## config.mk

```make
export PLATFORM = sky130hd
export DESIGN_NAME = pipe_hazard_ctrl
export DESIGN_NICKNAME = d
export VERILOG_FILES = /design/src/rtl/pipe_ctrl_pkg.sv /design/src/rtl/hazard_detect.sv /design/src/rtl/pipe_hazard_ctrl.sv
export SDC_FILE = /design/constraint.sdc
export NUM_CORES = 1
export LEC_CHECK = 0
export BUFFER_PORTS_ARGS = -buffer_cell sky130_fd_sc_hd__buf_2
export CAP_MARGIN = 15
export CORE_MARGIN = 2
export CORE_UTILIZATION = 56
export DETAILED_ROUTE_END_ITERATION = 8
export PLACE_DENSITY = 0.85
export SLEW_MARGIN = 5
export SYNTH_ARGS = -nofsm -noshare
export SYNTH_HDL_FRONTEND = slang
export SYNTH_HIERARCHICAL = 1
export SYNTH_SLANG_ARGS = --single-unit
```

## constraint.sdc

```tcl
create_clock -name clk -period 4.9 [get_ports clk]
set_clock_uncertainty 0.05 [all_clocks]
set_input_delay 0.245 -clock clk [delete_from_list [all_inputs] [get_ports clk]]
set_output_delay 0.245 -clock clk [all_outputs]
set_load 0.05 [all_outputs]
```

## src/rtl/pipe_ctrl_pkg.sv

```systemverilog
// Shared types for the pipeline stall/flush controller.
package pipe_ctrl_pkg;

  localparam int unsigned REG_W = 4;

  typedef enum logic {
    RUN      = 1'b0,
    MEM_WAIT = 1'b1
  } state_t;

  // Pipeline-register control bundle driven each cycle.
  typedef struct packed {
    logic freeze_pc;
    logic freeze_if_id;
    logic flush_if_id;
    logic flush_id_exe;
    logic freeze_back;
  } ctrl_t;

endpackage

```

## src/rtl/hazard_detect.sv

```systemverilog
// Combinational RAW hazard check between ID sources and EXE/MEM destinations.
module hazard_detect
  import pipe_ctrl_pkg::*;
(
  input  logic             forward_en,
  input  logic             id_valid,
  input  logic [REG_W-1:0] id_src1,
  input  logic [REG_W-1:0] id_src2,
  input  logic             id_use_src1,
  input  logic             id_use_src2,
  input  logic [REG_W-1:0] exe_dest,
  input  logic             exe_wb_en,
  input  logic             exe_mem_r_en,
  input  logic [REG_W-1:0] mem_dest,
  input  logic             mem_wb_en,
  output logic             hazard
);

  logic m1, m2, n1, n2;

  assign m1 = id_use_src1 & (id_src1 == exe_dest) & exe_wb_en;
  assign m2 = id_use_src2 & (id_src2 == exe_dest) & exe_wb_en;
  assign n1 = id_use_src1 & (id_src1 == mem_dest) & mem_wb_en;
  assign n2 = id_use_src2 & (id_src2 == mem_dest) & mem_wb_en;

  // With forwarding only a load in EXE cannot be bypassed in time.
  always_comb begin
    hazard = 1'b0;
    if (forward_en) hazard = id_valid & exe_mem_r_en & (m1 | m2);
    else            hazard = id_valid & (m1 | m2 | n1 | n2);
  end

endmodule

```

## src/rtl/pipe_hazard_ctrl.sv

```systemverilog
// Central stall/flush controller: memory-wait FSM, priority mux of pipeline
// controls, memory time-out flag and saturating stall/flush counters.
module pipe_hazard_ctrl
  import pipe_ctrl_pkg::*;
#(
  parameter int unsigned MEM_TIMEOUT = 64,
  parameter int unsigned CNT_W       = 16
) (
  input  logic             clk,
  input  logic             rst,
  input  logic             forward_en,
  input  logic             id_valid,
  input  logic [REG_W-1:0] id_src1,
  input  logic [REG_W-1:0] id_src2,
  input  logic             id_use_src1,
  input  logic             id_use_src2,
  input  logic [REG_W-1:0] exe_dest,
  input  logic             exe_wb_en,
  input  logic             exe_mem_r_en,
  input  logic [REG_W-1:0] mem_dest,
  input  logic             mem_wb_en,
  input  logic             branch_taken,
  input  logic             mem_access,
  input  logic             mem_ready,
  output logic             freeze_pc,
  output logic             freeze_if_id,
  output logic             flush_if_id,
  output logic             flush_id_exe,
  output logic             freeze_back,
  output logic             mem_err,
  output logic [CNT_W-1:0] stall_cycles,
  output logic [CNT_W-1:0] flush_count
);

  localparam int unsigned WAIT_W = $clog2(MEM_TIMEOUT + 1);

  state_t              state_q, state_d;
  ctrl_t               ctrl;
  logic                mem_stall;
  logic                hazard;
  logic [WAIT_W-1:0]   wait_cnt;

  assign mem_stall = mem_access & ~mem_ready;

  hazard_detect u_hazard_detect (
    .forward_en   (forward_en),
    .id_valid     (id_valid),
    .id_src1      (id_src1),
    .id_src2      (id_src2),
    .id_use_src1  (id_use_src1),
    .id_use_src2  (id_use_src2),
    .exe_dest     (exe_dest),
    .exe_wb_en    (exe_wb_en),
    .exe_mem_r_en (exe_mem_r_en),
    .mem_dest     (mem_dest),
    .mem_wb_en    (mem_wb_en),
    .hazard       (hazard)
  );

  always_ff @(posedge clk) begin
    if (rst) state_q <= RUN;
    else     state_q <= state_d;
  end

  // Next state plus Mealy controls; a memory stall masks branch and hazard.
  always_comb begin
    state_d = state_q;
    ctrl    = '0;
    case (state_q)
      RUN:      if (mem_stall) state_d = MEM_WAIT;
      MEM_WAIT: if (mem_ready) state_d = RUN;
      default:  state_d = RUN;
    endcase
    if (rst) begin
      ctrl = '0;
    end else if (mem_stall) begin
      ctrl.freeze_pc    = 1'b1;
      ctrl.freeze_if_id = 1'b1;
      ctrl.freeze_back  = 1'b1;
    end else if (branch_taken) begin
      ctrl.flush_if_id  = 1'b1;
      ctrl.flush_id_exe = 1'b1;
    end else if (hazard) begin
      ctrl.freeze_pc    = 1'b1;
      ctrl.freeze_if_id = 1'b1;
      ctrl.flush_id_exe = 1'b1;
    end
  end

  assign freeze_pc    = ctrl.freeze_pc;
  assign freeze_if_id = ctrl.freeze_if_id;
  assign flush_if_id  = ctrl.flush_if_id;
  assign flush_id_exe = ctrl.flush_id_exe;
  assign freeze_back  = ctrl.freeze_back;

  // Wait counter only runs while MEM_WAIT is still unanswered; error is sticky.
  always_ff @(posedge clk) begin
    if (rst) begin
      wait_cnt <= '0;
      mem_err  <= 1'b0;
    end else if (state_q == MEM_WAIT && !mem_ready) begin
      if (wait_cnt == WAIT_W'(MEM_TIMEOUT - 1)) mem_err <= 1'b1;
      if (wait_cnt != WAIT_W'(MEM_TIMEOUT))     wait_cnt <= wait_cnt + WAIT_W'(1);
    end else begin
      wait_cnt <= '0;
    end
  end

  always_ff @(posedge clk) begin
    if (rst) begin
      stall_cycles <= '0;
      flush_count  <= '0;
    end else begin
      if (ctrl.freeze_pc && stall_cycles != '1)
        stall_cycles <= stall_cycles + CNT_W'(1);
      if (branch_taken && !mem_stall && flush_count != '1)
        flush_count <= flush_count + CNT_W'(1);
    end
  end

endmodule

```

# ---- Word-level counts from Yosys, hierarchy flattened
# Cells that the tools add are included.
dict set report classes {
  n_shift 0
  reduce_logical 8
  eq_ne 8
  n_mul 0
  magnitude_cmp 0
  n_addsub 3
  n_mux 12
  bitwise 18
  div_mod_pow 0
}
# operator n
set op_table {}
lappend op_table {{$add A16 B1 Y16 const B} 2}
lappend op_table {{$ne A16 B16 Y1 const B} 2}
lappend op_table {{$eq A4 B4 Y1} 4}
lappend op_table {{$and A1 B1 Y1} 12}
lappend op_table {{$mux W2} 4}
lappend op_table {{$add A7 B1 Y7 const B} 1}
lappend op_table {{$eq A7 B6 Y1 const B} 1}
lappend op_table {{$ne A7 B7 Y1 const B} 1}
lappend op_table {{$mux W1} 6}
lappend op_table {{$mux W5} 1}
lappend op_table {{$logic_and A1 B1 Y1} 4}
lappend op_table {{$not A1 Y1} 3}
lappend op_table {{$or A1 B1 Y1} 3}
lappend op_table {{$logic_not A1 Y1} 2}
lappend op_table {{$pmux W1 S2} 1}
lappend op_table {{$reduce_and A2 Y1} 1}
lappend op_table {{$reduce_or A2 Y1} 1}
dict set report totals {
  rom_bits 0
  regBits 41
  n_memories 0
  word_cells 54
  latchBits 0
  out_inout_bits 38
  inputBits 28
  ramBits 0
}

# ---- Longest topological paths before layout
dict set report logic_depth {
  ltp_word 13
  ltp_mapped 8
  ltp_nobuf 8
}

# ---- Cells and area by module
# The synthesis kept the hierarchy.
# module area_each_um2 cells_each n_inst
set modules_own_cells {}
lappend modules_own_cells {pipe_hazard_ctrl 2122.0 248 1}
lappend modules_own_cells {hazard_detect 220.2 27 1}

# ---- Worst setup path after synthesis
# No wires, ideal clock.
dict set report synth_path {
  path_kind {input -> register}
  from {in id_src1[0]}
  to {reg stall_cycles[1]}
  cell_stages 8
  arrival_time_ns 2.480
  slack_ns 2.249
  setup_time_ns 0.121
  path_cell_list {xor2_1 > nor4_2 > a22oi_1 > o22ai_1 > nand2b_1 > a21oi_1 > o31ai_2 > mux2_2}
}
dict set report synth_via {
  elab_chain_len 13
  elab_cells_between_ends 17
  cone_classes {eq/ne (2); mux (5); bitwise (9); reduce/logical (1)}
}
# element line_no
set synth_lines {}
lappend synth_lines {{start: declaration} pipe_hazard_ctrl.sv:13} ;# input logic [REG_W-1:0] id_src1,
lappend synth_lines {{$eq A4 B4 Y1} hazard_detect.sv:21} ;# assign m1 = id_use_src1 & (id_src1 == exe_dest) & exe_wb_en;
lappend synth_lines {{$and A1 B1 Y1 (2 in a row)} hazard_detect.sv:21}
lappend synth_lines {{$or A1 B1 Y1} {hazard_detect.sv:29, hazard_detect.sv:30}}
lappend synth_lines {{$or A1 B1 Y1 (2 in a row)} hazard_detect.sv:30} ;# else hazard = id_valid & (m1 | m2 | n1 | n2);
lappend synth_lines {{$and A1 B1 Y1} hazard_detect.sv:30}
lappend synth_lines {{$mux W1 (*)} hazard_detect.sv:29} ;# if (forward_en) hazard = id_valid & exe_mem_r_en & (m1 | m2);
lappend synth_lines {{via hazard} pipe_hazard_ctrl.sv:40} ;# logic hazard;
lappend synth_lines {{$mux W2 (*)} pipe_hazard_ctrl.sv:83} ;# end else if (hazard) begin
lappend synth_lines {{$mux W2 (*)} pipe_hazard_ctrl.sv:80} ;# end else if (branch_taken) begin
lappend synth_lines {{$mux W2 (*)} pipe_hazard_ctrl.sv:76} ;# end else if (mem_stall) begin
lappend synth_lines {{$mux W5 (*)} pipe_hazard_ctrl.sv:74} ;# if (rst) begin
lappend synth_lines {{$logic_and A1 B1 Y1 (*)} pipe_hazard_ctrl.sv:114} ;# if (ctrl.freeze_pc && stall_cycles != '1)
lappend synth_lines {{end signal: assignment} pipe_hazard_ctrl.sv:115} ;# stall_cycles <= stall_cycles + CNT_W'(1);
lappend synth_lines {{end: declaration} pipe_hazard_ctrl.sv:31} ;# output logic [CNT_W-1:0] stall_cycles,
# Mark *: on every way through the listed nets, which the timed path passes. The rest lies on a longest branch.
# A chain may end at the register's enable or synchronous reset.

# ---- Worst setup path in the final report
dict set report layout_path {
  from {in id_src1[0]}
  to {reg stall_cycles[9]}
}
# The elaborated chain is that of the path after synthesis.

==> metrics.yaml <==
antenna_found_initial: 0
pwr-share-comb: 0.106
synth_largest_type_area_fraction: 0.350
grt_max_degree: 40
dp_hpwl_um: 3820
finalWeightedCongestion: 0.860
crit_chain: "buf_2, xor2_1, nor4_2, a22oi_1, o22ai_1, nor2b_1, o2111ai_1, a211oi_1, mux2_2"
static_leakage_uw: 0.00109
syn_inst: 275
post_route_cells_drive_above_1_share: 0.257
drv_cap: 0
reg2reg_setup_slack_ns: 2.84
cts_root_buffer: "sky130_fd_sc_hd__clkbuf_8"
ioPinCount: 66
port_buffers: 65
wirelength_um: 5320
synth_async_sr_flop_share: 0
setup_viol: 0
area_delta_synth_final_pct: 19.2
clkPwrFrac: 0.389
fin_cells: 388
layout_min_cycle_time_ns: 2.31
rsz0062_at_grt: "false"
cell_internal_pwr_uw: 509
final.setup.tns_ns: 0
worst_setup_path_startpoint: "id_src1[0]"
p_per_area_nw_per_um2: 241
clock-sinks: 41
total_placed_instance_area_sq_um: 2690
crit_type: "input port to flip-flop"
timing.final.max_slew_violations: 0
route.detailed.drc: 0
num_rows: 23
synth_edf_count: 0
chipHeight_um: 68.7
post_drt_via_cell_ratio: 5.93
worstSetupStartpointType: "input port"
hold_buffers: 0
ys.flop_type: "sky130_fd_sc_hd__dfxtp_1"
dr.first_iter.drc_count: 108
post-cts-setup-buffer-count: 0
yosysWarnings: 6
dr_total_vias: 2300
worst_flop_to_flop_path_startpoint: "stall_cycles[7]"
max-clock-path-buffers: 2
timing.critical_path.required_ns: 5.03
firstDrtPassIters: 4
die_w_um: 68.7
detail_route.wl_per_cell_um: 13.7
final.period_utilization: 0.471
timing.fmax_mhz: 433
layout.cell_area.non_filler_sq_um: 2790
sequential_share_of_the_synthesized_area: 0.350
worst-path-buf-inv: 1
clock_latency_ns: 0.29
cts.repair.resized: 0
count_of_antenna_diodes_in_the_layout: 0
worst_slew_pin_slew_ns: 0.790
min_path_type: "input port to flip-flop"
cts.htree.levels: 2
design_power_total_uw: 672
inst_count_dp: 381
outcome: "finished clean"
grt.overflow.total: 0
initial_core_util: 0.586
crit_slowest_cell: "sky130_fd_sc_hd__a211oi_1"
clock_pin_slew_worst_setup_and_hold_paths_ns: 0.08
ant_nets: 0
total_nets_after_synthesis: 307
ys_ff_latch: 41
area_of_the_mapped_netlist_sq_um: 2340
worst_hold_startpoint: "mem_ready"
maximum_cell_stage_delay_along_the_critical_path_ns: 0.39
first_global_vias: 1988
die_area_sq_um: 4720
vdd.ir_drop.worst_mv: 0.197
grt_resource_usage_total: 0.239
cp.arrival_ns: 2.44
area_of_the_core_sq_um: 4000
net-switching-power_uw: 163
path_delay_family: "compound AO/OA/AOI/OAI gates"
grt_pass1_wl_um: 8760
worstPathMaxFanout: 8
post-place-ws_ns: 2.34
max_slew_margin: 0.470
netlist.top_cell.by_area: "sky130_fd_sc_hd__dfxtp_1"
crit_path_end_kind: "flip-flop"
share_seq_of_total_power: 0.505
switching_share_of_power: 0.243
nets: 370
worst_slack_ns: 2.59
avgSynthCellArea_sq_um: 8.52
number_of_distinct_library_cells_after_synthesis: 49
tritoncts: "built"
cts_buffers: 5
synth_top_cells_by_area: "sky130_fd_sc_hd__dfxtp_1, sky130_fd_sc_hd__xor2_1, sky130_fd_sc_hd__or4_1, sky130_fd_sc_hd__a21oi_1, sky130_fd_sc_hd__o31ai_1"
timing_hold_violations_final: 0
registers in the layout (all words and copies together), names as in the netlist:
signal	count
flush_count	16
wait_cnt	7
stall_cycles	16
state_q	1
mem_err	1
cells by family (layout without fill, tap and decap cells):
logic type | Yosys count | in the layout | share of synthesized area
xor+xnor | 22 | 22 | 0.0823
compound gates | 57 | 57 | 0.171
buf+inv | 20 | 83 | 0.0369
flops | 41 | 41 | 0.350
fa+ha+maj | 4 | 4 | 0.0214
mux | 12 | 12 | 0.0540
simple gates | 119 | 119 | 0.284
per-stage QoR:
stage / hold WS [ns] / util
floorplan: 0.426 / -
global placement: 0.409 / 0.672
detailed placement: 0.409 / 0.672
CTS: 0.294 / 0.698
global route: 0.328 / 0.698
finish: 0.310 / 0.698
metal layers:
| metal | global-route usage | part of all wire | up-vias |
|---|---|---|---|
| met2 | 0.407 | 0.50 | 64 |
| met4 | 0.0500 | 0.0073 | 0 |
| met5 | 0 | 0 | - |
| met3 | 0.0568 | 0.047 | 7 |
| li1 | - | - | 1164 |
| met1 | 0.305 | 0.45 | 1065 |
synth_stat cells, types with 2 or more instances:
cell,count
sky130_fd_sc_hd__nor2_1,19
sky130_fd_sc_hd__nor4_1,5
sky130_fd_sc_hd__o41ai_1,2
sky130_fd_sc_hd__a41oi_1,3
sky130_fd_sc_hd__or2_2,2
sky130_fd_sc_hd__a311oi_1,2
sky130_fd_sc_hd__ha_1,4
sky130_fd_sc_hd__a21oi_1,16
sky130_fd_sc_hd__nand3_1,14
sky130_fd_sc_hd__nand4_1,6
sky130_fd_sc_hd__mux2_2,5
sky130_fd_sc_hd__or4_1,11
sky130_fd_sc_hd__o21ai_0,5
sky130_fd_sc_hd__a31oi_1,2
sky130_fd_sc_hd__nand2b_1,2
sky130_fd_sc_hd__clkbuf_1,5
sky130_fd_sc_hd__a211oi_1,4
sky130_fd_sc_hd__o211ai_1,2
sky130_fd_sc_hd__or3_1,2
sky130_fd_sc_hd__and2_1,4
sky130_fd_sc_hd__mux2i_1,7
sky130_fd_sc_hd__inv_1,9
sky130_fd_sc_hd__o31ai_1,10
sky130_fd_sc_hd__nand2_1,19
sky130_fd_sc_hd__nor3_1,13
sky130_fd_sc_hd__o2111ai_1,3
sky130_fd_sc_hd__xnor2_1,5
sky130_fd_sc_hd__and4_1,5
sky130_fd_sc_hd__nor2b_1,8
sky130_fd_sc_hd__and3_1,3
sky130_fd_sc_hd__buf_1,3
sky130_fd_sc_hd__dfxtp_1,41
sky130_fd_sc_hd__xor2_1,17
sky130_fd_sc_hd__nor4_2,2
area by class of cell:
cell class / count / area (sq um)
clock buffers: 5 / 68.8
fillers: 329 / 1210
clock inverters: 2 / 35.0
well taps: 50 / 62.6
multi-input cells: 214 / 1440
flip-flops and latches: 41 / 821
repair buffers: 66 / 333
inverters: 10 / 37.5
placed cells by master (no fill, tap or decap), types with 6 or more instances in the layout:
master,count
sky130_fd_sc_hd__a21oi_1,16
sky130_fd_sc_hd__buf_2,65
sky130_fd_sc_hd__nor2b_1,8
sky130_fd_sc_hd__nand2_1,19
sky130_fd_sc_hd__dfxtp_1,41
sky130_fd_sc_hd__nor2_1,19
sky130_fd_sc_hd__nor3_1,13
sky130_fd_sc_hd__inv_1,9
sky130_fd_sc_hd__nand3_1,14
sky130_fd_sc_hd__or4_1,11
sky130_fd_sc_hd__o31ai_1,10
sky130_fd_sc_hd__mux2i_1,7
sky130_fd_sc_hd__xor2_1,17
sky130_fd_sc_hd__nand4_1,6
final timing paths:
| path | end | cells past startpoint |
|---|---|---|
| setup / recovery | stall_cycles[9] | 9 |
| hold / removal | wait_cnt[6] | 4 |
| setup reg to reg | stall_cycles[15] | 4 |
| hold reg to reg | mem_err | 2 |
worst min-delay path, delay by kind of cell:
| kind | cells | cell delay [ns] |
|---|---|---|
| simple gates | 3 | 0.26 |
| buf+inv | 1 | 0.09 |
power by group through the flow:
stage	Combinational (uW)	Sequential, uW	Clock (uW)
CTS	71.2	339	267
floorplan	37.8	355	0
global placement	69.4	347	0
finish	71.1	340	261
global route	78.1	340	283
detailed placement	71.0	347	0
Power figures use the tool's default switching activity.
